===== config.mk =====
export PLATFORM = sky130hd
export DESIGN_NAME = ysyx_24090003_mdu
export DESIGN_NICKNAME = d
export VERILOG_FILES = /design/src/rtl/ysyx_24090003_mdu_pkg.sv /design/src/rtl/ysyx_24090003_mdu.sv
export SDC_FILE = /design/constraint.sdc
export NUM_CORES = 1
export LEC_CHECK = 0
export BUFFER_PORTS_ARGS = -buffer_cell sky130_fd_sc_hd__buf_2
export CAP_MARGIN = 20
export CORE_AREA = 2 2 167 169
export DETAILED_ROUTE_END_ITERATION = 12
export DIE_AREA = 0 0 169 171
export PLACE_DENSITY = 0.76
export REMOVE_ABC_BUFFERS = 1
export SYNTH_ARGS = -nofsm -noshare
export SYNTH_HDL_FRONTEND = slang
export SYNTH_SLANG_ARGS = --single-unit

===== constraint.sdc =====
create_clock -name i_clk -period 9.5 [get_ports i_clk]
set_input_delay 1.9 -clock i_clk [delete_from_list [all_inputs] [get_ports i_clk]]
set_output_delay 1.9 -clock i_clk [all_outputs]
set_load 0.03 [all_outputs]

===== src/rtl/ysyx_24090003_mdu_pkg.sv =====
// rtl/ysyx_24090003_mdu_pkg.sv - shared op encodings and FSM states for the multiply-divide unit
package ysyx_24090003_mdu_pkg;

    localparam logic [2:0] MDU_MUL    = 3'd0;
    localparam logic [2:0] MDU_MULH   = 3'd1;
    localparam logic [2:0] MDU_MULHSU = 3'd2;
    localparam logic [2:0] MDU_MULHU  = 3'd3;
    localparam logic [2:0] MDU_DIV    = 3'd4;
    localparam logic [2:0] MDU_DIVU   = 3'd5;
    localparam logic [2:0] MDU_REM    = 3'd6;
    localparam logic [2:0] MDU_REMU   = 3'd7;

    typedef enum logic [1:0] {
        S_IDLE = 2'd0,
        S_CALC = 2'd1,
        S_DONE = 2'd2
    } mdu_state_t;

endpackage


===== src/rtl/ysyx_24090003_mdu.sv =====
// rtl/ysyx_24090003_mdu.sv - iterative radix-2 RV32M/RV64M multiply-divide unit
module ysyx_24090003_mdu
    import ysyx_24090003_mdu_pkg::*;
#(
    parameter int XLEN = 32
) (
    input  logic            i_clk,
    input  logic            i_rst,
    input  logic            i_flush,
    input  logic            i_valid,
    output logic            o_ready,
    input  logic [2:0]      i_op,
    input  logic [XLEN-1:0] i_op1,
    input  logic [XLEN-1:0] i_op2,
    output logic            o_valid,
    input  logic            i_ready,
    output logic [XLEN-1:0] o_result,
    output logic            o_busy
);

    localparam int CNT_W = $clog2(XLEN) + 1;
    localparam logic [XLEN-1:0] INT_MIN = {1'b1, {(XLEN-1){1'b0}}};

    mdu_state_t        state, state_nxt;
    logic [CNT_W-1:0]  cnt;
    logic [2:0]        op_q;
    logic              neg1_q, neg2_q;
    logic [XLEN-1:0]   opb_q;
    logic [2*XLEN-1:0] acc;

    logic              accept;
    logic              in_neg1, in_neg2;
    logic [XLEN-1:0]   mag1, mag2;
    logic              div_zero, div_ovf, special;
    logic [XLEN-1:0]   special_res;

    logic              is_div_q;
    logic [XLEN:0]     add_a, add_b, sum;
    logic [2*XLEN-1:0] acc_step;
    logic [2*XLEN-1:0] prod;
    logic [XLEN-1:0]   quo, rem, final_res;

    assign o_ready = (state == S_IDLE);
    assign o_busy  = (state != S_IDLE);
    assign accept  = i_valid && o_ready && !i_flush;

    // Datapath works on magnitudes; the sign of each operand is remembered for the final fixup.
    assign in_neg1 = i_op1[XLEN-1] && (i_op == MDU_MULH || i_op == MDU_MULHSU ||
                                       i_op == MDU_DIV  || i_op == MDU_REM);
    assign in_neg2 = i_op2[XLEN-1] && (i_op == MDU_MULH || i_op == MDU_DIV || i_op == MDU_REM);
    assign mag1    = in_neg1 ? -i_op1 : i_op1;
    assign mag2    = in_neg2 ? -i_op2 : i_op2;

    // Divide by zero and signed overflow bypass the iteration; i_op[1] selects the remainder form.
    assign div_zero    = i_op[2] && (i_op2 == '0);
    assign div_ovf     = (i_op == MDU_DIV || i_op == MDU_REM) && (i_op1 == INT_MIN) && (i_op2 == '1);
    assign special     = div_zero || div_ovf;
    assign special_res = div_zero ? (i_op[1] ? i_op1 : '1) : (i_op[1] ? '0 : i_op1);

    // One XLEN+1-bit adder: add-and-shift for multiply, trial subtract for restoring divide.
    assign is_div_q = op_q[2];
    assign add_a    = is_div_q ? acc[2*XLEN-1:XLEN-1] : {1'b0, acc[2*XLEN-1:XLEN]};
    assign add_b    = is_div_q ? ~{1'b0, opb_q} : (acc[0] ? {1'b0, opb_q} : '0);
    assign sum      = add_a + add_b + {{XLEN{1'b0}}, is_div_q};

    always_comb begin
        acc_step = {sum, acc[XLEN-1:1]};
        if (is_div_q) begin
            if (sum[XLEN])
                acc_step = {acc[2*XLEN-2:0], 1'b0};
            else
                acc_step = {sum[XLEN-1:0], acc[XLEN-2:0], 1'b1};
        end
    end

    assign prod = (neg1_q ^ neg2_q) ? -acc : acc;
    assign quo  = acc[XLEN-1:0];
    assign rem  = acc[2*XLEN-1:XLEN];

    always_comb begin
        final_res = '0;
        case (op_q)
            MDU_MUL:                          final_res = prod[XLEN-1:0];
            MDU_MULH, MDU_MULHSU, MDU_MULHU:  final_res = prod[2*XLEN-1:XLEN];
            MDU_DIV, MDU_DIVU:                final_res = (neg1_q ^ neg2_q) ? -quo : quo;
            MDU_REM, MDU_REMU:                final_res = neg1_q ? -rem : rem;
            default:                          final_res = '0;
        endcase
    end

    always_comb begin
        state_nxt = state;
        case (state)
            S_IDLE: if (accept) state_nxt = special ? S_DONE : S_CALC;
            S_CALC: if (cnt == '0) state_nxt = S_DONE;
            S_DONE: if (i_ready) state_nxt = S_IDLE;
            default: state_nxt = S_IDLE;
        endcase
        if (i_flush)
            state_nxt = S_IDLE;
    end

    always_ff @(posedge i_clk) begin
        if (i_rst) begin
            state    <= S_IDLE;
            cnt      <= '0;
            op_q     <= MDU_MUL;
            neg1_q   <= 1'b0;
            neg2_q   <= 1'b0;
            opb_q    <= '0;
            acc      <= '0;
            o_valid  <= 1'b0;
            o_result <= '0;
        end else begin
            state <= state_nxt;
            if (i_flush) begin
                cnt     <= '0;
                o_valid <= 1'b0;
            end else begin
                case (state)
                    S_IDLE: begin
                        if (accept) begin
                            op_q   <= i_op;
                            neg1_q <= in_neg1;
                            neg2_q <= in_neg2;
                            opb_q  <= mag2;
                            acc    <= {{XLEN{1'b0}}, mag1};
                            if (special) begin
                                o_result <= special_res;
                                o_valid  <= 1'b1;
                                cnt      <= '0;
                            end else begin
                                cnt <= CNT_W'(XLEN);
                            end
                        end
                    end
                    S_CALC: begin
                        // Counter runs XLEN..1 for the steps; the zero cycle applies the sign fixup.
                        if (cnt != '0) begin
                            acc <= acc_step;
                            cnt <= cnt - 1'b1;
                        end else begin
                            o_result <= final_res;
                            o_valid  <= 1'b1;
                        end
                    end
                    S_DONE: begin
                        if (i_ready)
                            o_valid <= 1'b0;
                    end
                    default: ;
                endcase
            end
        end
    end

endmodule


# Word level (Yosys, flattened, before mapping)
# Cells that the tools add are included.
# word_totals
ff_bits	142
latch_bits	0
ram_bits	0
mem_bits_ro	0
in_bits	72
output_inout_bits	35
elab_cells	109
memories	0
# op_classes
n_addsub	8
mul	0
n_div	0
n_lt_le_gt_ge	0
n_eq_ne	21
n_shift	0
n_mux	35
bitwise_logic	3
n_reduce_logical	33
# op_table
cell	n
$mux W32	11
$mux W64	5
$neg A32 Y32	4
$pmux W32 S4	1
$pmux W64 S2	1
$mux W33	2
$eq A32 B32 Y1 const B	2
$neg A64 Y64	1
$pmux W32 S2	1
$add A33 B1 Y33	1
$add A33 B33 Y33	1
$not A32 Y33	1
$logic_not A32 Y1	1
$eq A3 B3 Y1 const B	6
$mux W6	3
$pmux W6 S2	1
$reduce_and A5 Y1	2
$eq A3 B2 Y1 const B	3
$reduce_and A3 Y1	3
$mux W2	4
$ne A2 B2 Y1 const B	4
$logic_and A1 B1 Y1	7
$logic_or A1 B1 Y1	7
$eq A3 B1 Y1 const B	2
other kinds (19)	26

# Depth between registers and ports, before layout
# depth
depth_word	8
mapped_depth	19

# Least setup slack after synthesis
# No wires, ideal clock.
# synth_path
path_type	register to register
startpoint	register op_q[2]
endpoint	register acc[34]
setup_ps	129
t_arrival_ps	4450
required_time_ps	9371
setup_slack_ps	4921
path_stages_with_launch	19
path_buffers	4
period_less_slack_ps	4579
cell_sequence	dfxtp_1 -> clkbuf_1 -> clkbuf_1 -> clkbuf_1 -> nand2_1 -> o21ai_0 -> fa_1 -> inv_1 -> fa_1 -> nand2b_1 -> a21oi_1 -> o21ai_0 -> a211oi_1 -> o21ai_1 -> a21oi_1 -> xnor2_1 -> clkbuf_1 -> mux2i_1 -> o21ai_0
# synth_via
elab_chain_cells	7
word_cells_on_any_way	8
classes_between	add/sub: 2; mux: 6
# synth_rtl
element	line_no	rtl
start, declared	ysyx_24090003_mdu.sv:26	logic [2:0] op_q;
start signal, assigned	ysyx_24090003_mdu.sv:123	op_q <= i_op;
$mux W33 (on tied branches)	ysyx_24090003_mdu.sv:62, ysyx_24090003_mdu.sv:63	
$add A33 B33 Y33	ysyx_24090003_mdu.sv:64	assign sum = add_a + add_b + {{XLEN{1'b0}}, is_div_q};
$add A33 B1 Y33	ysyx_24090003_mdu.sv:64	
$mux W64	ysyx_24090003_mdu.sv:69	if (sum[XLEN])
$mux W64 (*)	ysyx_24090003_mdu.sv:68	if (is_div_q) begin
$mux W64 (*)	ysyx_24090003_mdu.sv:139	if (cnt != '0) begin
$pmux W64 S2 (*)	ysyx_24090003_mdu.sv:120	case (state)
end signal, assigned	ysyx_24090003_mdu.sv:127	acc <= {{XLEN{1'b0}}, mag1};
end signal, assigned	ysyx_24090003_mdu.sv:140	acc <= acc_step;
end, declared	ysyx_24090003_mdu.sv:29	logic [2*XLEN-1:0] acc;
# Mark *: on every way between the ends. The rest lies on a longest branch, timed or not. The select of a mux whose other input is x is not followed.
# A chain may end at the register's enable or synchronous reset.

# Worst setup path after layout
# layout_path
startpoint	register op_q[2]
endpoint	register acc[32]
# Same word-level chain as after synthesis.

==> summary.md <==
| Metric | Value |
|---|---|
| Layout cells sized above 1 | `0.119` |
| Core area | `27300 um2` |
| Fin nets | `1968` |
| Max stage delay on crit path | `700 ps` |
| Routed Antenna Nets | `0` |
| Synth top area cells | `dfxtp_1 (21%), nand2_1 (6.7%), xnor2_1 (6.4%)` |
| Die extent in y | `approximately 170 um` |
| Post-synth EDFFs | `0` |
| Critical Path AT | `5740 ps` |
| Worst hold path endpoint | `o_result[4]$_SDFFE_PP0P_` |
| Cells on worst reg2reg path | `16` |
| Antenna violations before repair | `0` |
| CTS sink cnt | `142` |
| Top cell type by total area after synthesis | `dfxtp_1` |
| Gr usage total | `0.310` |
| Fin Setup TNS | `0 ps` |
| Die area | `roughly 29000 um2` |
| FMAX | `183 MHz` |
| Starting density of the core | `0.488` |
| Num rows | `61` |
| Syn_area_per_cell | `7.16 um2` |
| Routed length per instance | `20.8 um` |
| Sequential cell area | `2850 um2` |
| Top delay family on crit path | `compound AO/OA/AOI/OAI gates` |
| DR vias/cell | `6.53` |
| DRT iter0 DRCs | `1985` |
| Chip width | `169 um` |
| Global-route wire length before repair | `71800 um` |
| DP Wirelength | `33000 um` |
| Register area share after synthesis | `0.213` |
| Multi-input logic area | `9820 um2` |
| Final Cell Area | `between 10000 and 15000 um2` |
| Grt total ovfl | `0` |
| Clock Tree Root | `clkbuf_16` |
| Peak supply drop | `105 uV` |
| Clock Pin Slew Worst Setup and Hold Paths | `about 70 ps` |
| Critical Path Sink Type | `flip-flop` |
| R2r setup slk | `4020 ps` |
| Slew at the pin closest to its max-slew limit | `1000 ps` |
| Critical path depth in cells | `16` |
| Final std cells w/o fill | `2214` |
| Routability Congestion | `0.966` |
| Largest net degree at the start of global routing | `95` |
| DP Cell Count | `2182` |
| Setup WS post-layout | `4020 ps` |
| Inserted Diodes | `0` |
| Min-delay worst type | `reg2reg` |
| Post-synth top area share | `0.213` |
| Layout filler cell count | `2669` |
| Max_slew headroom | `0.333` |
| Most common cell in the netlist | `nand2_1` |
| Hold path startpoint | `o_result[4]$_SDFFE_PP0P_` |
| Clock buffer count from CTS | `17` |
| Setup bufs post-CTS | `0` |
| RSZ-0062 raised after global routing | `false` |
| CTS tree | `yes` |
| Post-layout util | `0.532` |
| Setup Skew | `14.4 ps` |
| Maxcap violations | `0` |
| Commonest cells in the netlist | `nand2_1 (238), nor2_1 (165), o21ai_0 (153)` |
| Vias | `between 10000 and 15000` |
| Setup crit start kind | `flip-flop` |
| Mapped cell area | `between 10000 and 15000 um2` |
| Final hold viol count | `0` |
| Input/output buffers | `approximately 110` |
| Flops & latches, synth | `142` |
| Post-synth top flop | `dfxtp_1` |
| Minimum clock period | `5480 ps` |
| Worst Path Required | `9770 ps` |
| Slew Limit Fails | `0` |
| WHS Path Cells | `2` |
| Synth warn | `0` |
| Place WS | `approximately 4000 ps` |
| Clock Latency Late Sink | `approximately 440 ps` |
| I/O pin cnt | `107` |
| Worst Hold Slack | `around 450 ps` |
| Worst path slowest cell | `clkinv_1` |
| Setup CP Type | `reg2reg` |
| Post-CTS Resized | `0` |
| R2r endpoint | `acc[32]$_SDFFE_PP0P_` |
| Leak Pwr | `about 5.5 nW` |
| Worst-case clock buffer depth | `2` |
| DRC viols | `0` |
| Post-DP Area | `around 14000 um2` |
| CP max FO | `33` |
| Post-synth cell types | `67` |
| H-tree Lvls | `4` |
| Final period util | `0.576` |
| Async SR Flop Fraction | `0` |
| Reg-to-reg startpoint | `op_q[2]$_SDFFE_PP0P_` |
| Final Total Pwr | `1.73 mW` |
| Worst path cell trace | `clkinv_1, buf_4, o21ai_0, fa_1, inv_1, fa_1, nand2b_1, a21oi_1, o21ai_0, a211oi_1, o21ai_1, a21oi_1, xnor2_2, buf_4, mux2i_1, o221ai_1` |
| Drt total wl | `46000 um` |
| DRT Pass-1 Iters | `6` |
| Buffer and inverter count on the worst path | `4` |
| Status | `complete, no violations` |
| Endpoints failing setup | `0` |
| Synth-to-layout area growth | `8.91%` |
| Cell Pwr Density | `119 nW/um2` |
| Number of global-route vias before repair | `12812` |
| Post-CTS Hold Buffers | `0` |
| Synthesized netlist cell count | `1863` |
[area by class of cell]
type                       count  area share
inverter                      32     0.00827
clock buffer                  19      0.0312
tap                          346      0.0298
clock inverter                13     0.00878
timing repair buffer         130      0.0499
multi-input combinational   1532       0.676
sequential                   142       0.196
[cell usage in the layout (no fill, tap or decap), types with 24 or more instances in the layout]
cell	netlist	final
ha_1	39	39
o21ai_0	153	153
maj3_1	28	28
o31ai_1	24	24
o211ai_1	47	47
buf_2	6	105
inv_1	31	31
mux2i_1	62	62
nand2_1	238	238
xor2_1	58	58
nand3_1	28	28
mux2_2	31	31
dfxtp_1	142	141
nor3_1	42	42
nor4_1	31	31
a211oi_1	35	35
a21oi_1	147	147
a22oi_1	30	30
xnor2_1	97	95
or3_1	24	24
nor2_1	165	161
[per-layer routing]
layer  GRT usage  routed length [um]  vias up
li1            -                   -     6793
met4       0.106                1420        0
met3      0.0488                4440       89
met1       0.432               19800     6769
met5           0                   0        -
met2       0.489               20400      817
[worst register-to-register path, delay by kind of cell, from the launching register on]
kind                       cells  cell delay [ps]
buffers and inverters          4             1610
AOI/OAI and AO/OA              7             1900
muxes                          1              240
DFF                            1              520
and+or+nand+nor                1              180
adders and majority gates      2              700
xor gates and xnor gates       1              160
[sequential cells by signal, summed over array words and instances (netlist names)]
signal / count
acc: 64
cnt: 6
neg1_q: 1
neg2_q: 1
o_result: 32
o_valid: 1
op_q: 3
opb_q: 32
state: 2
[power breakdown]
part	leakage [nW]	switching [mW]	internal, mW
combinational	4.03	0.257	0.133
sequential	1.15	0.0269	0.615
clock	0.277	0.318	0.379
total	5.46	0.602	1.13
[worst max-delay path by stage]
stage	start	slack, ps	endpoint
finish	op_q[2]$_SDFFE_PP0P_	4020	acc[32]$_SDFFE_PP0P_
CTS	op_q[2]$_SDFFE_PP0P_	4040	acc[32]$_SDFFE_PP0P_
floorplan	op_q[2]$_SDFFE_PP0P_	1500	acc[61]$_SDFFE_PP0P_
detailed placement	op_q[2]$_SDFFE_PP0P_	4080	acc[60]$_SDFFE_PP0P_
global route	op_q[2]$_SDFFE_PP0P_	3550	acc[44]$_SDFFE_PP0P_
global placement	i_op1[12]	4310	o_result[21]$_SDFFE_PP0P_
[kinds of logic (layout without fill, tap and decap cells)]
group / count (synthesis) / count (layout) / synth area share
compound gates: 583 / 583 / 0.278
flops: 142 / 142 / 0.213
xor+xnor: 155 / 155 / 0.102
buf+inv: 189 / 194 / 0.0543
simple gates: 632 / 632 / 0.220
fa+ha+maj: 69 / 69 / 0.0606
mux: 93 / 93 / 0.0727
(Power assumes the default switching activity.)
